**src/rtl/pdp11_inst_encoder_pkg.sv**
```systemverilog
// rtl/pdp11_inst_encoder_pkg.sv - shared PDP-11 encoder types, base opcodes and helpers
package pdp11_inst_encoder_pkg;

   typedef enum logic [6:0] {
      M_MOV, M_MOVB, M_CMP, M_CMPB, M_BIT, M_BITB, M_BIC, M_BICB, M_BIS, M_BISB, M_ADD, M_SUB,
      M_BR, M_BNE, M_BEQ, M_BGE, M_BLT, M_BGT, M_BLE, M_BPL, M_BMI, M_BHI, M_BLOS,
      M_BVC, M_BVS, M_BCC, M_BCS,
      M_CLR, M_CLRB, M_COM, M_COMB, M_INC, M_INCB, M_DEC, M_DECB, M_NEG, M_NEGB,
      M_ADC, M_ADCB, M_SBC, M_SBCB, M_TST, M_TSTB, M_ROR, M_RORB, M_ROL, M_ROLB,
      M_ASR, M_ASRB, M_ASL, M_ASLB,
      M_JMP, M_SWAB, M_JSR, M_RTS,
      M_HALT, M_NOP, M_CLC, M_CLV, M_CLZ, M_CLN, M_SEC, M_SEV, M_SEZ, M_SEN
   } opcode_mnemonic;

   typedef enum logic [2:0] {
      CLS_DOP, CLS_SOP, CLS_JMP, CLS_BR, CLS_JSR, CLS_RTS, CLS_PSW, CLS_SYS
   } op_class_t;

   typedef enum logic [1:0] {
      ST_IDLE, ST_OPW, ST_SRCX, ST_DSTX
   } enc_state_t;

   localparam logic [15:0] BYTE_BIT = 16'o100000;

   localparam logic [15:0] OP_MOV  = 16'o010000;
   localparam logic [15:0] OP_CMP  = 16'o020000;
   localparam logic [15:0] OP_BIT  = 16'o030000;
   localparam logic [15:0] OP_BIC  = 16'o040000;
   localparam logic [15:0] OP_BIS  = 16'o050000;
   localparam logic [15:0] OP_ADD  = 16'o060000;
   localparam logic [15:0] OP_SUB  = 16'o160000;

   localparam logic [15:0] OP_BR   = 16'o000400;
   localparam logic [15:0] OP_BNE  = 16'o001000;
   localparam logic [15:0] OP_BEQ  = 16'o001400;
   localparam logic [15:0] OP_BGE  = 16'o002000;
   localparam logic [15:0] OP_BLT  = 16'o002400;
   localparam logic [15:0] OP_BGT  = 16'o003000;
   localparam logic [15:0] OP_BLE  = 16'o003400;
   localparam logic [15:0] OP_BPL  = 16'o100000;
   localparam logic [15:0] OP_BMI  = 16'o100400;
   localparam logic [15:0] OP_BHI  = 16'o101000;
   localparam logic [15:0] OP_BLOS = 16'o101400;
   localparam logic [15:0] OP_BVC  = 16'o102000;
   localparam logic [15:0] OP_BVS  = 16'o102400;
   localparam logic [15:0] OP_BCC  = 16'o103000;
   localparam logic [15:0] OP_BCS  = 16'o103400;

   localparam logic [15:0] OP_CLR  = 16'o005000;
   localparam logic [15:0] OP_COM  = 16'o005100;
   localparam logic [15:0] OP_INC  = 16'o005200;
   localparam logic [15:0] OP_DEC  = 16'o005300;
   localparam logic [15:0] OP_NEG  = 16'o005400;
   localparam logic [15:0] OP_ADC  = 16'o005500;
   localparam logic [15:0] OP_SBC  = 16'o005600;
   localparam logic [15:0] OP_TST  = 16'o005700;
   localparam logic [15:0] OP_ROR  = 16'o006000;
   localparam logic [15:0] OP_ROL  = 16'o006100;
   localparam logic [15:0] OP_ASR  = 16'o006200;
   localparam logic [15:0] OP_ASL  = 16'o006300;
   localparam logic [15:0] OP_JMP  = 16'o000100;
   localparam logic [15:0] OP_SWAB = 16'o000300;
   localparam logic [15:0] OP_JSR  = 16'o004000;
   localparam logic [15:0] OP_RTS  = 16'o000200;

   localparam logic [15:0] OP_HALT = 16'o000000;
   localparam logic [15:0] OP_NOP  = 16'o000240;
   localparam logic [15:0] OP_CLC  = 16'o000241;
   localparam logic [15:0] OP_CLV  = 16'o000242;
   localparam logic [15:0] OP_CLZ  = 16'o000244;
   localparam logic [15:0] OP_CLN  = 16'o000250;
   localparam logic [15:0] OP_SEC  = 16'o000261;
   localparam logic [15:0] OP_SEV  = 16'o000262;
   localparam logic [15:0] OP_SEZ  = 16'o000264;
   localparam logic [15:0] OP_SEN  = 16'o000270;

   // Indexed modes always carry a word; autoincrement through PC is immediate/absolute.
   function automatic logic needs_ext(input logic [2:0] mode, input logic [2:0] rn);
      return (mode == 3'd6) || (mode == 3'd7) ||
             (((mode == 3'd2) || (mode == 3'd3)) && (rn == 3'd7));
   endfunction

endpackage

```
**src/rtl/pdp11_opcode_rom.sv**
```systemverilog
// rtl/pdp11_opcode_rom.sv - maps a mnemonic to its base opcode word and operand class
module pdp11_opcode_rom
   import pdp11_inst_encoder_pkg::*;
(
   input  opcode_mnemonic mnem_i,
   output logic [15:0]    base_o,
   output op_class_t      cls_o
);

   always_comb begin
      base_o = OP_HALT;
      cls_o  = CLS_SYS;
      case (mnem_i)
         M_MOV:  begin base_o = OP_MOV;             cls_o = CLS_DOP; end
         M_MOVB: begin base_o = OP_MOV | BYTE_BIT;  cls_o = CLS_DOP; end
         M_CMP:  begin base_o = OP_CMP;             cls_o = CLS_DOP; end
         M_CMPB: begin base_o = OP_CMP | BYTE_BIT;  cls_o = CLS_DOP; end
         M_BIT:  begin base_o = OP_BIT;             cls_o = CLS_DOP; end
         M_BITB: begin base_o = OP_BIT | BYTE_BIT;  cls_o = CLS_DOP; end
         M_BIC:  begin base_o = OP_BIC;             cls_o = CLS_DOP; end
         M_BICB: begin base_o = OP_BIC | BYTE_BIT;  cls_o = CLS_DOP; end
         M_BIS:  begin base_o = OP_BIS;             cls_o = CLS_DOP; end
         M_BISB: begin base_o = OP_BIS | BYTE_BIT;  cls_o = CLS_DOP; end
         M_ADD:  begin base_o = OP_ADD;             cls_o = CLS_DOP; end
         M_SUB:  begin base_o = OP_SUB;             cls_o = CLS_DOP; end
         M_BR:   begin base_o = OP_BR;              cls_o = CLS_BR;  end
         M_BNE:  begin base_o = OP_BNE;             cls_o = CLS_BR;  end
         M_BEQ:  begin base_o = OP_BEQ;             cls_o = CLS_BR;  end
         M_BGE:  begin base_o = OP_BGE;             cls_o = CLS_BR;  end
         M_BLT:  begin base_o = OP_BLT;             cls_o = CLS_BR;  end
         M_BGT:  begin base_o = OP_BGT;             cls_o = CLS_BR;  end
         M_BLE:  begin base_o = OP_BLE;             cls_o = CLS_BR;  end
         M_BPL:  begin base_o = OP_BPL;             cls_o = CLS_BR;  end
         M_BMI:  begin base_o = OP_BMI;             cls_o = CLS_BR;  end
         M_BHI:  begin base_o = OP_BHI;             cls_o = CLS_BR;  end
         M_BLOS: begin base_o = OP_BLOS;            cls_o = CLS_BR;  end
         M_BVC:  begin base_o = OP_BVC;             cls_o = CLS_BR;  end
         M_BVS:  begin base_o = OP_BVS;             cls_o = CLS_BR;  end
         M_BCC:  begin base_o = OP_BCC;             cls_o = CLS_BR;  end
         M_BCS:  begin base_o = OP_BCS;             cls_o = CLS_BR;  end
         M_CLR:  begin base_o = OP_CLR;             cls_o = CLS_SOP; end
         M_CLRB: begin base_o = OP_CLR | BYTE_BIT;  cls_o = CLS_SOP; end
         M_COM:  begin base_o = OP_COM;             cls_o = CLS_SOP; end
         M_COMB: begin base_o = OP_COM | BYTE_BIT;  cls_o = CLS_SOP; end
         M_INC:  begin base_o = OP_INC;             cls_o = CLS_SOP; end
         M_INCB: begin base_o = OP_INC | BYTE_BIT;  cls_o = CLS_SOP; end
         M_DEC:  begin base_o = OP_DEC;             cls_o = CLS_SOP; end
         M_DECB: begin base_o = OP_DEC | BYTE_BIT;  cls_o = CLS_SOP; end
         M_NEG:  begin base_o = OP_NEG;             cls_o = CLS_SOP; end
         M_NEGB: begin base_o = OP_NEG | BYTE_BIT;  cls_o = CLS_SOP; end
         M_ADC:  begin base_o = OP_ADC;             cls_o = CLS_SOP; end
         M_ADCB: begin base_o = OP_ADC | BYTE_BIT;  cls_o = CLS_SOP; end
         M_SBC:  begin base_o = OP_SBC;             cls_o = CLS_SOP; end
         M_SBCB: begin base_o = OP_SBC | BYTE_BIT;  cls_o = CLS_SOP; end
         M_TST:  begin base_o = OP_TST;             cls_o = CLS_SOP; end
         M_TSTB: begin base_o = OP_TST | BYTE_BIT;  cls_o = CLS_SOP; end
         M_ROR:  begin base_o = OP_ROR;             cls_o = CLS_SOP; end
         M_RORB: begin base_o = OP_ROR | BYTE_BIT;  cls_o = CLS_SOP; end
         M_ROL:  begin base_o = OP_ROL;             cls_o = CLS_SOP; end
         M_ROLB: begin base_o = OP_ROL | BYTE_BIT;  cls_o = CLS_SOP; end
         M_ASR:  begin base_o = OP_ASR;             cls_o = CLS_SOP; end
         M_ASRB: begin base_o = OP_ASR | BYTE_BIT;  cls_o = CLS_SOP; end
         M_ASL:  begin base_o = OP_ASL;             cls_o = CLS_SOP; end
         M_ASLB: begin base_o = OP_ASL | BYTE_BIT;  cls_o = CLS_SOP; end
         M_JMP:  begin base_o = OP_JMP;             cls_o = CLS_JMP; end
         M_SWAB: begin base_o = OP_SWAB;            cls_o = CLS_SOP; end
         M_JSR:  begin base_o = OP_JSR;             cls_o = CLS_JSR; end
         M_RTS:  begin base_o = OP_RTS;             cls_o = CLS_RTS; end
         M_HALT: begin base_o = OP_HALT;            cls_o = CLS_SYS; end
         M_NOP:  begin base_o = OP_NOP;             cls_o = CLS_PSW; end
         M_CLC:  begin base_o = OP_CLC;             cls_o = CLS_PSW; end
         M_CLV:  begin base_o = OP_CLV;             cls_o = CLS_PSW; end
         M_CLZ:  begin base_o = OP_CLZ;             cls_o = CLS_PSW; end
         M_CLN:  begin base_o = OP_CLN;             cls_o = CLS_PSW; end
         M_SEC:  begin base_o = OP_SEC;             cls_o = CLS_PSW; end
         M_SEV:  begin base_o = OP_SEV;             cls_o = CLS_PSW; end
         M_SEZ:  begin base_o = OP_SEZ;             cls_o = CLS_PSW; end
         M_SEN:  begin base_o = OP_SEN;             cls_o = CLS_PSW; end
         default: begin base_o = OP_HALT;           cls_o = CLS_SYS; end
      endcase
   end

endmodule

```
**src/rtl/pdp11_inst_encoder.sv**
```systemverilog
// rtl/pdp11_inst_encoder.sv - sequential PDP-11/20 instruction encoder feeding the loader stream
module pdp11_inst_encoder
   import pdp11_inst_encoder_pkg::*;
#(
   parameter logic [15:0] RESET_ADDR = 16'o000000
) (
   input  logic           clk,
   input  logic           reset,
   input  logic           addr_load,
   input  logic [15:0]    addr_in,
   input  logic           in_valid,
   output logic           in_ready,
   input  opcode_mnemonic mnem,
   input  logic [2:0]     smod,
   input  logic [2:0]     sreg,
   input  logic [2:0]     dmod,
   input  logic [2:0]     dreg,
   input  logic [15:0]    src_x,
   input  logic [15:0]    dst_x,
   input  logic [7:0]     br_ofst,
   output logic           out_valid,
   input  logic           out_ready,
   output logic [15:0]    out_addr,
   output logic [15:0]    out_data,
   output logic           out_last,
   output logic           err
);

   logic [15:0] rom_base;
   op_class_t   rom_cls;

   pdp11_opcode_rom u_rom (
      .mnem_i (mnem),
      .base_o (rom_base),
      .cls_o  (rom_cls)
   );

   logic [15:0] word_d;
   logic        need_src_d;
   logic        need_dst_d;
   logic        illegal_d;

   always_comb begin
      word_d = rom_base;
      case (rom_cls)
         CLS_DOP:          word_d = rom_base | {4'b0, smod, sreg, dmod, dreg};
         CLS_SOP, CLS_JMP: word_d = rom_base | {10'b0, dmod, dreg};
         CLS_JSR:          word_d = rom_base | {7'b0, sreg, dmod, dreg};
         CLS_RTS:          word_d = rom_base | {13'b0, dreg};
         CLS_BR:           word_d = rom_base | {8'b0, br_ofst};
         default:          word_d = rom_base;
      endcase
      need_src_d = (rom_cls == CLS_DOP) && needs_ext(smod, sreg);
      need_dst_d = ((rom_cls == CLS_DOP) || (rom_cls == CLS_SOP) ||
                    (rom_cls == CLS_JMP) || (rom_cls == CLS_JSR)) && needs_ext(dmod, dreg);
      // Register-mode targets have no address to jump to.
      illegal_d  = ((rom_cls == CLS_JMP) || (rom_cls == CLS_JSR)) && (dmod == 3'd0);
   end

   enc_state_t  state_q;
   logic [15:0] addr_q;
   logic        out_valid_q;
   logic [15:0] out_data_q;
   logic        out_last_q;
   logic        err_q;
   logic [15:0] src_x_q;
   logic [15:0] dst_x_q;
   logic        need_src_q;
   logic        need_dst_q;
   logic        word_acc;

   assign word_acc = out_valid_q && out_ready;

   always_ff @(posedge clk) begin
      if (reset) begin
         state_q     <= ST_IDLE;
         addr_q      <= RESET_ADDR;
         out_valid_q <= 1'b0;
         out_data_q  <= 16'd0;
         out_last_q  <= 1'b0;
         err_q       <= 1'b0;
         src_x_q     <= 16'd0;
         dst_x_q     <= 16'd0;
         need_src_q  <= 1'b0;
         need_dst_q  <= 1'b0;
      end else begin
         err_q <= 1'b0;
         if (word_acc) addr_q <= addr_q + 16'd2;
         case (state_q)
            ST_IDLE: begin
               if (addr_load) addr_q <= {addr_in[15:1], 1'b0};
               if (in_valid) begin
                  src_x_q    <= src_x;
                  dst_x_q    <= dst_x;
                  need_src_q <= need_src_d;
                  need_dst_q <= need_dst_d;
                  if (illegal_d) begin
                     err_q <= 1'b1;
                  end else begin
                     state_q     <= ST_OPW;
                     out_valid_q <= 1'b1;
                     out_data_q  <= word_d;
                     out_last_q  <= !need_src_d && !need_dst_d;
                  end
               end
            end
            ST_OPW: begin
               if (word_acc) begin
                  if (need_src_q) begin
                     state_q    <= ST_SRCX;
                     out_data_q <= src_x_q;
                     out_last_q <= !need_dst_q;
                  end else if (need_dst_q) begin
                     state_q    <= ST_DSTX;
                     out_data_q <= dst_x_q;
                     out_last_q <= 1'b1;
                  end else begin
                     state_q     <= ST_IDLE;
                     out_valid_q <= 1'b0;
                     out_last_q  <= 1'b0;
                  end
               end
            end
            ST_SRCX: begin
               if (word_acc) begin
                  if (need_dst_q) begin
                     state_q    <= ST_DSTX;
                     out_data_q <= dst_x_q;
                     out_last_q <= 1'b1;
                  end else begin
                     state_q     <= ST_IDLE;
                     out_valid_q <= 1'b0;
                     out_last_q  <= 1'b0;
                  end
               end
            end
            ST_DSTX: begin
               if (word_acc) begin
                  state_q     <= ST_IDLE;
                  out_valid_q <= 1'b0;
                  out_last_q  <= 1'b0;
               end
            end
            default: state_q <= ST_IDLE;
         endcase
      end
   end

   assign in_ready  = (state_q == ST_IDLE);
   assign out_valid = out_valid_q;
   assign out_addr  = addr_q;
   assign out_data  = out_data_q;
   assign out_last  = out_last_q;
   assign err       = err_q;

endmodule

```
**config.mk**
```make
export PLATFORM = sky130hd
export DESIGN_NAME = pdp11_inst_encoder
export DESIGN_NICKNAME = d
export VERILOG_FILES = /design/src/rtl/pdp11_inst_encoder_pkg.sv /design/src/rtl/pdp11_opcode_rom.sv /design/src/rtl/pdp11_inst_encoder.sv
export SDC_FILE = /design/constraint.sdc
export NUM_CORES = 1
export LEC_CHECK = 0
export BUFFER_PORTS_ARGS = -buffer_cell sky130_fd_sc_hd__buf_2
export CORE_MARGIN = 1
export CORE_UTILIZATION = 58
export CTS_CLUSTER_DIAMETER = 80
export DETAILED_ROUTE_END_ITERATION = 16
export HOLD_SLACK_MARGIN = 0.02
export PLACE_DENSITY_LB_ADDON = 0.1
export RECOVER_POWER = 25
export SYNTH_ARGS = -nofsm -noshare
export SYNTH_HDL_FRONTEND = slang
export SYNTH_HIERARCHICAL = 1
export SYNTH_SLANG_ARGS = --single-unit
```
**constraint.sdc**
```tcl
create_clock -name clk -period 4.25 [get_ports clk]
set_input_delay 0.85 -clock clk [delete_from_list [all_inputs] [get_ports clk]]
set_output_delay 0.85 -clock clk [all_outputs]
set_load 0.02 [all_outputs]
```
Word level (Yosys, flattened, before mapping)
Memories as Yosys holds them, arrays and structs flattened.
Cells that the tools add are included.
- reduce and logical (&&, ||, !) cells: 30
- muxes and demuxes: 35
- equality and inequality tests: 24
- add/subtract/negate cells: 1
- bitwise logic cells: 7
- operator list (kind ; count):
    $mux 16 ; 9
    $pmux 16 s5 ; 1
    $pmux 16 s3 ; 1
    $eq 3x3->1 const B ; 8
    $eq 3x2->1 const B ; 6
    $add 16x2->16 const B ; 1
    $or 16x12->16 ; 1
    $or 16x3->16 ; 1
    $or 16x6->16 ; 1
    $or 16x8->16 ; 1
    $or 16x9->16 ; 1
    $mux 1 ; 14
    $mux 2 ; 7
    $ne 2x2->1 const B ; 6
    $logic_or 1x1->1 ; 10
    $reduce_and 5->1 ; 2
    $pmux 1 s4 ; 2
    $pmux 2 s4 ; 1
    $logic_and 1x1->1 ; 7
    $logic_not 3->1 ; 2
    $reduce_and 6->1 ; 1
    $eq 2x2->1 const B ; 2
    $eq 3x1->1 const B ; 1
    $logic_not 1->1 ; 3
    other kinds (7) ; 8
- memories kept: 1
- memory bits (read-only): 2432
- output and inout bits: 36
- bits in registers: 71
- memory list (memory ; depth ; width ; read ports ; clocked after Yosys merged registers in ; wr ports ; line ; text):
    (no name shown) ; 128 ; 19 ; 1 ; 0 ; 0 ; pdp11_opcode_rom.sv:13 ; case (mnem_i)

Longest topological paths before layout
Gate-level depths: netlist of run 1.
An unclocked memory read counts as a cell.
- depth after elaboration: 11
- depth in mapped cells: 12
- depth with buffers taken out: 10

By module
Netlist of run 1, hierarchy kept.
- modules (own cells, without submodules) (module ; cells an instance ; area an instance (sq um) ; seq. area each (sq um) ; times used):
    pdp11_inst_encoder ; 473 ; 3801.1 ; 1401.3 ; 1
    pdp11_opcode_rom ; 101 ; 668.1 ; 0.0 ; 1

Least setup slack after synthesis of run 1
No wires, ideal clock.
- kind: input to register
- from: input mnem[1]
- to: register out_data_q[6], in the netlist out_data[6]
- stages on the path: 12
- slack: 1250 ps
- buffers on the path: 2
- data arrival time: 2883 ps
- data required time: 4133 ps
- cell sequence: inv_1 > ha_1 > nand2b_1 > a21o_1 > o21ai_0 > a21oi_1 > buf_6 > or4_4 > o21ai_2 > a2111oi_4 > buf_6 > a32o_1
- cells in the longest elaborated chain, start to end: 7
- elaborated cells between the ends (all ways): 21
- RTL lines (item ; line ; text):
    from (decl) ; pdp11_inst_encoder.sv:13 ; input opcode_mnemonic mnem,
    $mem_v2 128x19 * ; n/a ;
    named net rom_cls[0] ; pdp11_inst_encoder.sv:30 ; op_class_t rom_cls;
    $eq 3x1->1 or $eq 3x2->1 (tied branches) ; pdp11_inst_encoder.sv:45, pdp11_inst_encoder.sv:57 ;
    $reduce_or 2->1 ; pdp11_inst_encoder.sv:45 ; case (rom_cls)
    $pmux 16 s5 ; pdp11_inst_encoder.sv:45 ;
    $mux 16 ; pdp11_inst_encoder.sv:97 ; if (illegal_d) begin
    $mux 16 ; pdp11_inst_encoder.sv:92 ; if (in_valid) begin
    $pmux 16 s3 ; pdp11_inst_encoder.sv:89 ; case (state_q)
    to (signal assigned) ; pdp11_inst_encoder.sv:102 ; out_data_q <= word_d;
    to (signal assigned) ; pdp11_inst_encoder.sv:111 ; out_data_q <= src_x_q;
    to (signal assigned) ; pdp11_inst_encoder.sv:115 ; out_data_q <= dst_x_q;
    to (decl) ; pdp11_inst_encoder.sv:63 ; logic [15:0] out_data_q;
Mark *: on every way through the listed nets, which the timed path passes. The rest lies on a longest branch. The select of a mux whose other input is x is not followed.
A chain may end at the register's enable or synchronous reset.

Final worst setup path of run 1
- from: input mnem[1]
- to: register out_data_q[14], in the netlist out_data[14]
Same word-level chain as after synthesis.

==> out/metrics.yaml, run 1 <==
cts_max_path_buffers: 2
drt_first_iter_violations: 269
detail_route.first_pass.iterations: 6
cts_root_buffer: "sky130_fd_sc_hd__clkbuf_8"
globalplace.congestion: 0.929
synth_flop_cell: "sky130_fd_sc_hd__dfxtp_1"
final_min_period_over_clock_period: 0.773
groute.usage.overall: 0.293
die_w_um: 89.8
setup_violations: 0
placed_area_um2: 4950
fin_nets: 751
clkSlewWorstSetupHoldPaths_ps: 70
register_area_um2: 1400
timing.critical_path.from_type: "input port"
postRouteAntennaNets: 0
routed-via-count: 4484
rsz0062_at_grt: "false"
setup.worst_path.class: "in -> reg"
number_of_distinct_library_cells_after_synthesis: 65
share_of_layout_cells_above_drive_strength_1: 0.204
postCtsSetupRepairBufs: 0
cts_inserted_buffers: 9
grt_remaining_overflow: 0
pin_count: 116
multi_input_area_um2: 2780
critical_path_arrival_ps: 3580
synth_fp_nets: 671
first_pass_grt_wire_length_mm: 19.1
hold_wc_path_type: "reg -> reg"
relSlewSlack: 0.217
setup_slack_placement_ps: 661
timing.critical_path.required_ps: 4540
synth_area_leader_cell: "sky130_fd_sc_hd__dfxtp_1"
synth.cell_area_um2: 4470
flow.area_growth_from_synthesis_pct: 14.1
number_of_diodes_added_for_antenna_fixing: 0
ff2ff_setup_slack_ps: 1660
clock_latency_ps: 350
initial_core_util: 0.606
yosys-top-cells-count: "sky130_fd_sc_hd__nand2_1, sky130_fd_sc_hd__dfxtp_1, sky130_fd_sc_hd__a21oi_1"
synthesis.instances: 574
buffer_ports.inserted: 113
period_minus_slack_ps: 3290
std_cell_rows: 31
wire_per_inst_um: 15.3
hold_viol_final: 0
synthesis.yosys.warnings: 6
die_h_um: 89.8
syn_area_per_cell_um2: 7.79
cts_hold_buffers: 0
grt_antenna_before_repair: 0
post-route-cell-area_um2: 5100
synth_top_area_share: 0.314
ctsHtreeMaxLevel: 3
cts_tree: "built"
ys_top_cells_by_area: "sky130_fd_sc_hd__dfxtp_1, sky130_fd_sc_hd__nand2_1, sky130_fd_sc_hd__a21oi_1, sky130_fd_sc_hd__ha_1, sky130_fd_sc_hd__mux2_2"
timing.clock.skew_ps: 4.75
fmax_mhz: 304
synthArstFlopShare: 0
synth_edf_count: 0
vias_in_the_first_global_route: 4053
vias_per_cell: 5.92
post-synth-top-count-cell: "sky130_fd_sc_hd__nand2_1"
grt_start_max_net_pins: 57
num-fill-cells: 679
route.detailed.drc: 0
cap_violations: 0
worst-path-max-fanout: 16
detailed_place_hpwl_mm: 8.04
power.density_nw_per_um2: 364
worstSetupEndpointType: "flop"
ys_ff_latch: 70
vdd_drop_max_uv: 226
ys_seq_area_frac: 0.314
fin_setup_tns_ps: 0
power.leakage_nw: 1.97
core_um2: 7370
numClockSinks: 70
drt-total-wl_mm: 11.6
status: "finished clean"
tightestPinTransition_ps: 1170
slew_violations: 0
layout_setup_ws_ps: 963
cts-resized-gates: 0
die_footprint_um2: 8060
==> flip-flops by register name (all words and copies together) (netlist names) <==
name        cells
dst_x_q        16
out_data       16
src_x_q        16
out_addr       15
state_q         2
err             1
need_dst_q      1
need_src_q      1
out_last        1
out_valid       1
==> report_power, final <==
part | switching (mW) | internal, mW | leakage (nW)
Combinational | 0.350 | 0.208 | 1.30
Clock | 0.244 | 0.267 | 0.0931
Sequential | 0.0572 | 0.728 | 0.575
==> layout by cell type, fill, tap and decap left out, drive strengths merged, types with 3 or more instances in the layout <==
master / instances
a22o: 9
ha: 17
nor2b: 3
o21ai: 28
nand4: 5
a311oi: 7
nor3: 12
nand2: 100
buf: 90
a211oi: 21
or3: 8
a31oi: 11
nor2: 41
a22oi: 4
a32oi: 3
o211ai: 16
a21oi: 47
nand3: 15
a32o: 8
and2: 6
mux2: 17
clkinv: 3
nand2b: 15
clkbuf: 37
inv: 16
dfxtp: 70
xnor2: 4
xor2: 8
mux2i: 3
==> worst max-delay path, stage by stage <==
cell	delay, ps
sky130_fd_sc_hd__buf_2	150
sky130_fd_sc_hd__inv_1	160
sky130_fd_sc_hd__ha_1	250
sky130_fd_sc_hd__nand2b_1	100
sky130_fd_sc_hd__a21o_1	180
sky130_fd_sc_hd__o21ai_0	70
sky130_fd_sc_hd__a21oi_1	240
sky130_fd_sc_hd__nor4_2	410
sky130_fd_sc_hd__a211oi_1	170
sky130_fd_sc_hd__a211oi_4	730
sky130_fd_sc_hd__a22o_1	260
==> layer usage <==
layer	share of wire	vias up	GRT usage
met3	0.082	22	0.0778
met2	0.45	195	0.454
met5	0	-	0
met1	0.45	2044	0.393
met4	0.019	0	0.102
li1	-	2223	-
==> worst paths after layout <==
kind,from,to,cells after the start
worst min register to register,src_x_q[13]$_SDFFE_PP0P_,src_x_q[13]$_SDFFE_PP0P_,2
worst max register to register,state_q[1]$_SDFFE_PP0P_,out_data[14]$_SDFFE_PP0P_,6
worst max-delay path,mnem[1],out_data[14]$_SDFFE_PP0P_,11
worst min-delay path,src_x_q[13]$_SDFFE_PP0P_,src_x_q[13]$_SDFFE_PP0P_,2
==> logic make-up (layout without fill, tap and decap cells) <==
logic type | Yosys count | after routing | synth area share
and+or+nand+nor | 219 | 219 | 0.228
AOI/OAI and AO/OA | 170 | 170 | 0.266
DFF | 70 | 70 | 0.314
buffers and inverters | 63 | 147 | 0.0649
muxes | 20 | 20 | 0.0496
adders and majority gates | 19 | 19 | 0.0521
xor gates and xnor gates | 12 | 12 | 0.0252
other | 1 | 1 | 0.000839
==> final cells by class <==
| cell class | instances | area share |
|---|---|---|
| Timing Repair Buffer | 116 | 0.109 |
| Clock buffer | 11 | 0.0258 |
| Sequential cell | 70 | 0.275 |
| Tap cell | 99 | 0.0243 |
| Clock inverter | 4 | 0.00957 |
| Inverter | 16 | 0.0118 |
| Multi-Input combinational cell | 441 | 0.545 |
==> through the flow <==
step                std cells  utilization  total power, mW  hold WS [ps]
floorplan                 574            -             1.19           431
global placement          742        0.672             1.34           441
detailed placement        742        0.672             1.36           443
CTS                       757        0.696             1.87           453
global route              757        0.692             1.96           470
finish                    757        0.692             1.85           452
(Power assumes the default switching activity.)
==> run 2, diff against run 1 <==
--- a/config.mk
+++ b/config.mk
@@ -7,7 +7,7 @@
 export LEC_CHECK = 0
 export BUFFER_PORTS_ARGS = -buffer_cell sky130_fd_sc_hd__buf_2
 export CORE_MARGIN = 1
-export CORE_UTILIZATION = 58
+export CORE_UTILIZATION = 49
 export CTS_CLUSTER_DIAMETER = 80
 export DETAILED_ROUTE_END_ITERATION = 16
 export HOLD_SLACK_MARGIN = 0.02
==> constraint.sdc (replaced) <==
create_clock -name clk -period 2.73 [get_ports clk]
set_input_delay 0.546 -clock clk [delete_from_list [all_inputs] [get_ports clk]]
set_output_delay 0.546 -clock clk [all_outputs]
set_load 0.02 [all_outputs]
==> run 2 against run 1 <==
Effect of this change: design area grew 7.2%; sequential cell count is the same; sequential power grew 55%; setup slack lost 770 ps; critical endpoint is now out_data[11]$_SDFFE_PP0P_; worst hold slack lost 18 ps; die area grew 18%.
==> out/metrics.yaml, run 2 (synthesis gave the netlist of run 1 again) <==
cts_max_path_buffers: 2  # unchanged
critical_path_arrival_ps: 2820  # was 3580 ps
fin_setup_tns_ps: 0  # unchanged
wire_per_inst_um: 15.6  # was 15.3 um
buffer_ports.inserted: 113  # unchanged
setup.worst_path.class: "in -> reg"  # unchanged
timing.critical_path.from_type: "input port"  # unchanged
detail_route.first_pass.iterations: 4  # was 6
vias_per_cell: 5.62  # was 5.92
grt_use_met3: 0.0460  # was 0.0778
ctsHtreeMaxLevel: 3  # unchanged
period_minus_slack_ps: 2540
detailed_place_hpwl_mm: 9.33  # was 8.04 mm
clock_latency_ps: 340  # was 350 ps
power.leakage_nw: 2.17  # was 1.97 nW
final_min_period_over_clock_period: 0.930
globalplace.congestion: 0.937  # was 0.929
grt_start_max_net_pins: 36  # was 57
flow.area_growth_from_synthesis_pct: 22.3  # was 14.1%
worstSetupEndpointType: "flop"  # unchanged
cts_tree: "built"  # unchanged
met1_usage: 0.377  # was 0.393
core_um2: 8760  # was 7370 um^2
vdd_drop_max_uv: 302  # was 226 uV
critPathSlowestCell: "sky130_fd_sc_hd__a211oi_4"  # unchanged
placed_area_um2: 5280  # was 4950 um^2
die_h_um: 97.5  # was 89.8 um
num-fill-cells: 825  # was 679
relSlewSlack: 0.448  # was 0.217
grt_remaining_overflow: 0  # unchanged
hold_viol_final: 0  # unchanged
routed-via-count: 4536  # was 4484
route.detailed.drc: 0  # unchanged
worst-path-max-fanout: 9  # was 16
numClockSinks: 70  # unchanged
cts_root_buffer: "sky130_fd_sc_hd__clkbuf_8"  # unchanged
status: "finished clean"  # unchanged
hold_wc_path_type: "in -> reg"  # was reg -> reg
pin_count: 116  # unchanged
cell_chain_of_the_critical_path: "buf_2 > ha_1 > o21ai_1 > nand2_1 > o21ai_1 > a211o_1 > buf_4 > xor2_1 > a211oi_1 > buf_4 > a211oi_4 > clkbuf_16 > a22o_1"  # was buf_2 > inv_1 > ha_1 > nand2b_1 > a21o_1 > o21ai_0 > a21oi_1 > nor4_2 > a211oi_1 > a211oi_4 > a22o_1
fmax_mhz: 394
layout.cells.most_common: "sky130_fd_sc_hd__nand2_1"  # unchanged
first_pass_grt_wire_length_mm: 20.6  # was 19.1 mm
path_buf_inv: 4  # was 2
initial_core_util: 0.510  # was 0.606
rsz0062_at_grt: "false"  # unchanged
vias_in_the_first_global_route: 4222  # was 4053
tightestPinTransition_ps: 828  # was 1170 ps
drt-total-wl_mm: 12.6  # was 11.6 mm
final_cell_mix: "sky130_fd_sc_hd__nand2_1, sky130_fd_sc_hd__buf_2, sky130_fd_sc_hd__dfxtp_1, sky130_fd_sc_hd__a21oi_1, sky130_fd_sc_hd__nor2_1"  # unchanged
die_footprint_um2: 9510  # was 8060 um^2
groute.usage.overall: 0.266  # was 0.293
timing.critical_path.required_ps: 3010  # was 4540 ps
clkSlewWorstSetupHoldPaths_ps: 80  # was 70 ps
postRouteAntennaNets: 0  # unchanged
number_of_diodes_added_for_antenna_fixing: 0  # unchanged
timing.clock.skew_ps: 13.0  # was 4.75 ps
cap_violations: 0  # unchanged
timing.critical_path.slowest_cell_delay_ps: 320  # was 730 ps
fin_nets: 792  # was 751
cts_inserted_buffers: 9  # unchanged
slew_violations: 0  # unchanged
critical-path-top-delay-family: "compound AO/OA/AOI/OAI gates"  # unchanged
std_cell_rows: 34  # was 31
die_w_um: 97.5  # was 89.8 um
post-route-cell-area_um2: 5470  # was 5100 um^2
final.hold.worst_slack_ps: 434  # was 452 ps
register_area_um2: 1400  # unchanged
power.density_nw_per_um2: 535  # was 364 nW/um^2
drt_first_iter_violations: 240  # was 269
setup_violations: 0  # unchanged
report.power.total_mw: 2.92  # was 1.85 mW
grt_antenna_before_repair: 0  # unchanged
met2_usage: 0.428  # was 0.454
multi_input_area_um2: 2790  # was 2780 um^2
most_crowded_layer_gr: "met2"  # unchanged
share_of_layout_cells_above_drive_strength_1: 0.252  # was 0.204
## run 2: cell types whose count changed in the layout (fill, tap and decap cells not counted)
cell / delta
sky130_fd_sc_hd__clkinv_2: -1
sky130_fd_sc_hd__clkinvlp_4: +3
sky130_fd_sc_hd__clkinv_4: -1
sky130_fd_sc_hd__buf_4: +37
sky130_fd_sc_hd__clkbuf_1: -1
sky130_fd_sc_hd__nor4_2: -1
sky130_fd_sc_hd__clkbuf_16: +1
sky130_fd_sc_hd__inv_6: +1
sky130_fd_sc_hd__bufinv_16: -1
sky130_fd_sc_hd__nor4_4: +1
sky130_fd_sc_hd__buf_12: +3
## run 2: path summary, 6_finish.rpt
kind                      startpoint                   endpoint  slack [ps]  cells after the start
max reg2reg  state_q[0]$_SDFFE_PP0P_   out_data[6]$_SDFFE_PP0P_         640                      5
min reg2reg  dst_x_q[3]$_SDFFE_PP0P_    dst_x_q[3]$_SDFFE_PP0P_         450                      2
max                          mnem[0]  out_data[11]$_SDFFE_PP0P_         190                     13
min                         src_x[0]    src_x_q[0]$_SDFFE_PP0P_         430                      3
## run 2: timing repair
item	in CTS	in global routing
gates resized for setup	0	1
cloned	0	1
buffers inserted	1	0
setup endpoints to repair	16	16
hold buffers	0	0
pin swaps	1	3
## run 2: metrics by stage
step	std cells	worst slack, ps	util
after floorplan	574	33.9	-
after global placement	790	-299	0.603
after detailed placement	790	-406	0.603
after CTS	806	113	0.624
after global routing	807	48.5	0.624
final	807	191	0.624
## run 2: area by class of cell
| class | instances | share of cell area |
|---|---|---|
| clock buffers | 10 | 0.0234 |
| clock inverters | 5 | 0.00664 |
| inverters | 16 | 0.0110 |
| multi-input cells | 441 | 0.510 |
| flip-flops and latches | 70 | 0.256 |
| well taps | 108 | 0.0247 |
| repair buffers | 157 | 0.168 |
## run 2: routing by layer
metal / wire, um / up-vias
met4: 121 / 0
li1: - / 2298
met3: 673 / 11
met1: 6060 / 2083
met5: 0 / -
met2: 5780 / 144
## run 2: power breakdown
group	switching, mW	internal, mW	total [mW]
registers	0.0884	1.13	1.22
clock network	0.414	0.327	0.741
logic	0.571	0.391	0.962
## run 2: worst register-to-register path: cells and delay by family (launching register included)
| family | cells | cell delay [ps] |
|---|---|---|
| flip-flops | 1 | 400 |
| adder cells (fa/ha/maj) | 1 | 830 |
| AO/OA/AOI/OAI | 2 | 370 |
| buffers and inverters | 2 | 390 |
